===== src/rtl/upc_scanner.sv =====
// UPC scan front end: synchronizes switches, debounces the scan key, and captures one legal code
// per clean press. Optional macro UPC_SCANNER_SAT_EN makes scan_count saturate instead of wrap.
module upc_scanner #(
    parameter int unsigned DEBOUNCE_CYCLES = 250000,
    parameter int unsigned CNT_W           = $clog2(DEBOUNCE_CYCLES)
) (
    input  logic       clk,
    input  logic       reset,
    input  logic [2:0] sw,
    input  logic       key_n,
    output logic [2:0] bcd,
    output logic       valid,
    output logic       err,
    output logic [7:0] scan_count
);

    typedef enum logic [1:0] {StIdle, StPressWait, StHeld, StReleaseWait} state_e;

    localparam logic [CNT_W-1:0] CntLast = CNT_W'(DEBOUNCE_CYCLES - 1);

    logic             r_key_meta, r_key_s;
    logic [2:0]       r_sw_meta, r_sw_s;
    state_e           r_state, w_state_next;
    logic [CNT_W-1:0] r_cnt, w_cnt_next;
    logic             w_capture;
    logic             w_legal;
    logic [2:0]       r_bcd;
    logic             r_valid, r_err;
    logic [7:0]       r_scan_count;

    // Key synchronizer idles high so reset never looks like a press
    always_ff @(posedge clk) begin
        if (reset) begin
            r_key_meta <= 1'b1;
            r_key_s    <= 1'b1;
            r_sw_meta  <= 3'd0;
            r_sw_s     <= 3'd0;
        end else begin
            r_key_meta <= key_n;
            r_key_s    <= r_key_meta;
            r_sw_meta  <= sw;
            r_sw_s     <= r_sw_meta;
        end
    end

    always_ff @(posedge clk) begin
        if (reset) begin
            r_state <= StIdle;
            r_cnt   <= '0;
        end else begin
            r_state <= w_state_next;
            r_cnt   <= w_cnt_next;
        end
    end

    always_comb begin
        w_state_next = r_state;
        w_cnt_next   = r_cnt;
        w_capture    = 1'b0;
        case (r_state)
            StIdle: begin
                if (!r_key_s) begin
                    w_state_next = StPressWait;
                    w_cnt_next   = '0;
                end
            end
            StPressWait: begin
                if (r_key_s) begin
                    w_state_next = StIdle;
                    w_cnt_next   = '0;
                end else if (r_cnt == CntLast) begin
                    w_capture    = 1'b1;
                    w_state_next = StHeld;
                    w_cnt_next   = '0;
                end else begin
                    w_cnt_next = r_cnt + 1'b1;
                end
            end
            StHeld: begin
                if (r_key_s) begin
                    w_state_next = StReleaseWait;
                    w_cnt_next   = '0;
                end
            end
            StReleaseWait: begin
                if (!r_key_s) begin
                    w_state_next = StHeld;
                    w_cnt_next   = '0;
                end else if (r_cnt == CntLast) begin
                    w_state_next = StIdle;
                    w_cnt_next   = '0;
                end else begin
                    w_cnt_next = r_cnt + 1'b1;
                end
            end
            default: begin
                w_state_next = StIdle;
                w_cnt_next   = '0;
            end
        endcase
    end

    // The display decoder has no glyph for codes 2 and 7
    assign w_legal = (r_sw_s != 3'd2) && (r_sw_s != 3'd7);

    always_ff @(posedge clk) begin
        if (reset) begin
            r_bcd        <= 3'd0;
            r_valid      <= 1'b0;
            r_err        <= 1'b0;
            r_scan_count <= 8'd0;
        end else if (w_capture) begin
            if (w_legal) begin
                r_bcd   <= r_sw_s;
                r_valid <= 1'b1;
                r_err   <= 1'b0;
`ifdef UPC_SCANNER_SAT_EN
                if (r_scan_count != 8'hFF) begin
                    r_scan_count <= r_scan_count + 8'd1;
                end
`else
                r_scan_count <= r_scan_count + 8'd1;
`endif
            end else begin
                r_err <= 1'b1;
            end
        end
    end

    assign bcd        = r_bcd;
    assign valid      = r_valid;
    assign err        = r_err;
    assign scan_count = r_scan_count;

endmodule


===== config.mk =====
export PLATFORM = sky130hd
export DESIGN_NAME = upc_scanner
export DESIGN_NICKNAME = d
export VERILOG_FILES = /design/src/rtl/upc_scanner.sv
export SDC_FILE = /design/constraint.sdc
export NUM_CORES = 1
export LEC_CHECK = 0
export ABC_AREA = 1
export BUFFER_PORTS_ARGS = -buffer_cell sky130_fd_sc_hd__buf_2
export CAP_MARGIN = 20
export CORE_ASPECT_RATIO = 1.25
export CORE_UTILIZATION = 32
export CTS_BUF_LIST = sky130_fd_sc_hd__clkbuf_8
export CTS_CLUSTER_DIAMETER = 80
export DETAILED_ROUTE_END_ITERATION = 12
export PLACE_DENSITY = 0.56
export SYNTH_ARGS = -nofsm -noshare
export SYNTH_HDL_FRONTEND = slang
export SYNTH_SLANG_ARGS = --single-unit

===== constraint.sdc =====
create_clock -name clk -period 3.25 [get_ports clk]
set_input_delay 0.4875 -clock clk [delete_from_list [all_inputs] [get_ports clk]]
set_output_delay 0.4875 -clock clk [all_outputs]
set_load 0.01 [all_outputs]

## After elaboration in Yosys (flattened, before gate mapping)

Cells that the tools add are included.

| storage, ports and cells | value |
|---|---|
| output and inout port bits | 13 |
| logic and storage cells | 44 |
| bits in registers | 41 |

| operators by class | value |
|---|---|
| reductions and logical operators | 5 |
| equality and inequality tests | 10 |
| muxes and demuxes | 17 |
| add/subtract/negate cells | 2 |

Operators with widths:

| kind | count |
|---|---|
| $mux W18 | 5 |
| $pmux W18 S4 | 1 |
| $add A18 B1 Y18 const B | 1 |
| $eq A18 B18 Y1 const B | 1 |
| $mux W2 | 6 |
| $ne A3 B3 Y1 const B | 3 |
| $add A8 B1 Y8 const B | 1 |
| $pmux W2 S4 | 1 |
| $eq A2 B2 Y1 const B | 2 |
| $mux W1 | 4 |
| $ne A2 B2 Y1 const B | 2 |
| $reduce_and A2 Y1 | 2 |
| $reduce_and A4 Y1 | 1 |
| $ne A3 B2 Y1 const B | 1 |
| $eq A2 B1 Y1 const B | 1 |
| $logic_not A2 Y1 | 1 |
| $logic_and A1 B1 Y1 | 1 |

## Longest topological paths before layout

| depth | value |
|---|---|
| word-level depth | 5 |
| gate-level depth with buffers | 10 |
| gate-level depth less buffers | 10 |

## Worst setup path before layout

OpenSTA, ideal clock, no wires.

| timing | value |
|---|---|
| path type | register to register |
| from | reg r_cnt[0] |
| to | reg r_scan_count[5], in the netlist scan_count[5] |
| setup time | 132 ps |
| required time | 3118 ps |
| stages on the path, launching flop included | 10 |
| arrival | 1363 ps |
| buffers on the path | 1 |
| setup slack | 1755 ps |
| path through | dfxtp_1 > ha_1 > nand2_2 > nor2_4 > nand2_2 > nor2_4 > nand4_2 > buf_6 > nand2_1 > a21oi_1 |

| between the ends | value |
|---|---|
| word-level cells in the longest chain between the ends | 5 |

RTL lines:

| item | line | source |
|---|---|---|
| from (decl) | 24 | `logic [CNT_W-1:0] r_cnt, w_cnt_next;` |
| from (signal assigned) | 52 | `r_cnt <= w_cnt_next;` |
| $eq A18 B18 Y1 | 71 | `end else if (r_cnt == CntLast) begin` |
| $mux W1 | 71 |  |
| $mux W1 | 68 | `if (r_key_s) begin` |
| $mux W1 | 60 | `case (r_state)` |
| $reduce_and A2 Y1 (no line) | -- |  |
| to (signal assigned) | 122 | `r_scan_count <= r_scan_count + 8'd1;` |
| to (decl) | 29 | `logic [7:0] r_scan_count;` |

No other way between the ends.
A chain may end at the register's enable or synchronous reset.

==> flow_summary_export.csv <==
group,metric,value,unit
run_status,status,"finished, final reports clean",
synth,yosysSeqAreaShare,0.358,
setup_path,rr_worst_depth,5,
cells_and_area,finalNonFillerCells,451,
sta,hold_slack,0.369,ns
synth,ys_warn_count,0,
clock_network,postCtsHoldBufs,0,
grt,first_global_vias,1975,
drt,vias,2132,
cells_and_area,finalInstanceArea,2550,um^2
sta,layout_setup_ws,1.37,ns
sta,worstMarginPinSlew,0.545,ns
power_and_ir_drop,power,1.00,mW
synth,synth_area,2290,um^2
sta,hold_violations,0,
min_path,hold_path_depth,2,
power_and_ir_drop,leakage,1.03,nW
sta,finClkSkew,0.00423,ns
clock_network,cts_root_buf,"clkbuf_8",
grt,grt_max_degree,28,
floorplan,start_util,0.331,
setup_path,end_kind,"flop",
clock_network,cts_max_path_buffers,2,
sta,finalCritPeriodShare,0.577,
synth,syn-instance-count,344,
place,place_ws,1.37,ns
drt,drt_first_pass_iters,4,
floorplan,dieWidth,77.7,um
sta,fin_crit,1.88,ns
floorplan,ioPinCount,19,
synth,avgSynthCellArea,6.67,um^2
grt,antenna_found_initial,0,
min_path,hold_class,"in2reg",
grt,grt_first_pass_wirelength,9040,um
place,placed_cell_area,2440,um^2
synth,synthesis.nets,352,
clock_network,path_clk_slew,0.08,ns
cells_and_area,final_core_util,0.368,
drt,drc,0,
sta,slew_violations,0,
power_and_ir_drop,power.density,392,nW/um^2
power_and_ir_drop,max-vdd-ir-drop,0.242,mV
place,io_buffers,18,
setup_path,crit_path_max_fanout,14,
cells_and_area,drive_above_1_share,0.144,
clock_network,cts_tree,"built",
cells_and_area,fill_cells,760,
floorplan,die_h,96.7,um
cells_and_area,antennaDiodeCount,0,
sta,fmax,533,MHz
clock_network,numCtsBuffers,5,
clock_network,clkSinkCount,41,
min_path,hold_path_startpoint,"key_n",
place,dp_hpwl,3770,um
sta,relSlewSlack,0.636,
floorplan,coreArea,6930,um^2
flow_run,cap_violations,0,
grt,grt_usage,0.150,
synth,ys_seq_elements,41,
place,placed_cells,443,
clock_network,htreeDepth,2,
drt,drtIter0Drc,84,
floorplan,num_rows,34,
setup_path,required,3.42,ns
setup_path,critPathKind,"reg2reg",
clock_network,cts_setup_buffers,0,
drt,wl_per_cell,11.5,um
floorplan,die-area,7520,um^2
clock_network,cts_resized,0,
sta,setup_viol,0,
setup_path,cp.arrival,2.04,ns
cells_and_area,layout-area-overhead-vs-synth,11.2,%
sta,setup_tns,0,ns
sta,rsz0062_at_grt,"no",
drt,drt.antenna.violating_nets,0,
place,place.gp.congestion,0.801,
drt,wl,5200,um
grt,gr-total-overflow,0,
drt,via_per_inst,4.73,
setup_path,cp-start-kind,"flop",
cells_and_area,final_nets,368,
synth,post_synth_num_cell_types,31,
clock_network,clock_latency,0.30,ns
-- cell families after synthesis --
family                   synth area share
AO/OA/AOI/OAI                      0.0916
XOR/XNOR                           0.0153
adder cells (fa/ha/maj)            0.0109
buffers and inverters              0.0981
flip-flops                          0.358
AND/OR/NAND/NOR                     0.426
-- sequential cells by signal (all words and copies together), names as in the netlist, named ones only --
signal      flops
r_state         1
bcd             3
valid           1
r_sw_meta       3
r_key_s         1
r_cnt          18
r_key_meta      1
scan_count      8
r_sw_s          3
err             1
-- cells in the mapped netlist, drive strengths merged --
master,number,area (um^2)
a21o,1,7.51
a21oi,29,168
buf,6,45.0
clkbuf,3,11.3
dfxtp,41,821
ha,2,25.0
inv,45,169
nand2,112,445
nand3,20,115
nand3b,2,15.0
nand4,26,169
nor2,39,181
nor3,4,31.3
o21ai,7,35.0
or2,3,21.3
xnor2,2,17.5
xor2,2,17.5
-- power by group --
group          leakage [nW]  total (mW)  switching [mW]  internal, mW
clock                0.0595       0.418           0.190         0.228
combinational         0.637      0.0651          0.0488        0.0163
sequential            0.332       0.518         0.00711         0.510
total                  1.03        1.00           0.246         0.755
-- worst paths after layout --
check,slack [ns],end
max,1.37,scan_count[2]
min,0.37,r_key_meta
max reg2reg,1.37,scan_count[2]
min reg2reg,0.40,r_sw_s[1]
-- per-layer routing --
| layer | vias to the layer above | routed length (um) | global-route usage |
|---|---|---|---|
| met3 | 7 | 124 | 0.0264 |
| met5 | - | 0 | 0 |
| met4 | 0 | 85 | 0.0566 |
| li1 | 1137 | - | - |
| met2 | 31 | 2630 | 0.265 |
| met1 | 957 | 2360 | 0.177 |
-- placed cells by master, fill, tap and decap left out --
master / Yosys / final
nand2_4: 2 / 2
nor2_2: 5 / 5
nor3_1: 3 / 3
nand3_2: 3 / 3
nand2_2: 4 / 4
dfxtp_1: 41 / 41
inv_2: 1 / 1
a21o_1: 1 / 1
a21oi_4: 1 / 1
inv_1: 44 / 45
a21oi_2: 3 / 3
nand3_1: 17 / 17
clkbuf_8: 0 / 5
ha_1: 2 / 2
o21ai_0: 6 / 6
nand3b_1: 2 / 2
xor2_1: 2 / 2
nor2_4: 3 / 3
nor3_4: 1 / 1
o21ai_1: 1 / 1
bufinv_16: 0 / 1
clkinv_4: 0 / 1
a21oi_1: 25 / 25
or2_2: 2 / 2
or2_4: 1 / 1
nor2_1: 31 / 31
xnor2_1: 2 / 2
buf_2: 3 / 18
nand2_1: 106 / 106
nand4_2: 1 / 1
nand4_1: 25 / 25
-- final cells by class --
type                            count  area (um^2)  area share
Sequential cell                    41          821       0.322
Tap cell                           90          113      0.0441
Multi-Input combinational cell    249         1250       0.489
Clock buffer                        5         68.8      0.0270
Timing Repair Buffer               18         90.1      0.0353
Clock inverter                      3         42.5      0.0167
Inverter                           45          169      0.0662
-- critical path: stages (launching register included) --
cell and delay [ns]:
dfxtp_1 0.35, or2_4 0.29, nor2_2 0.43, nand4_2 0.45, nand2_1 0.15, a21oi_1 0.08
Power figures use the tool's default switching activity.
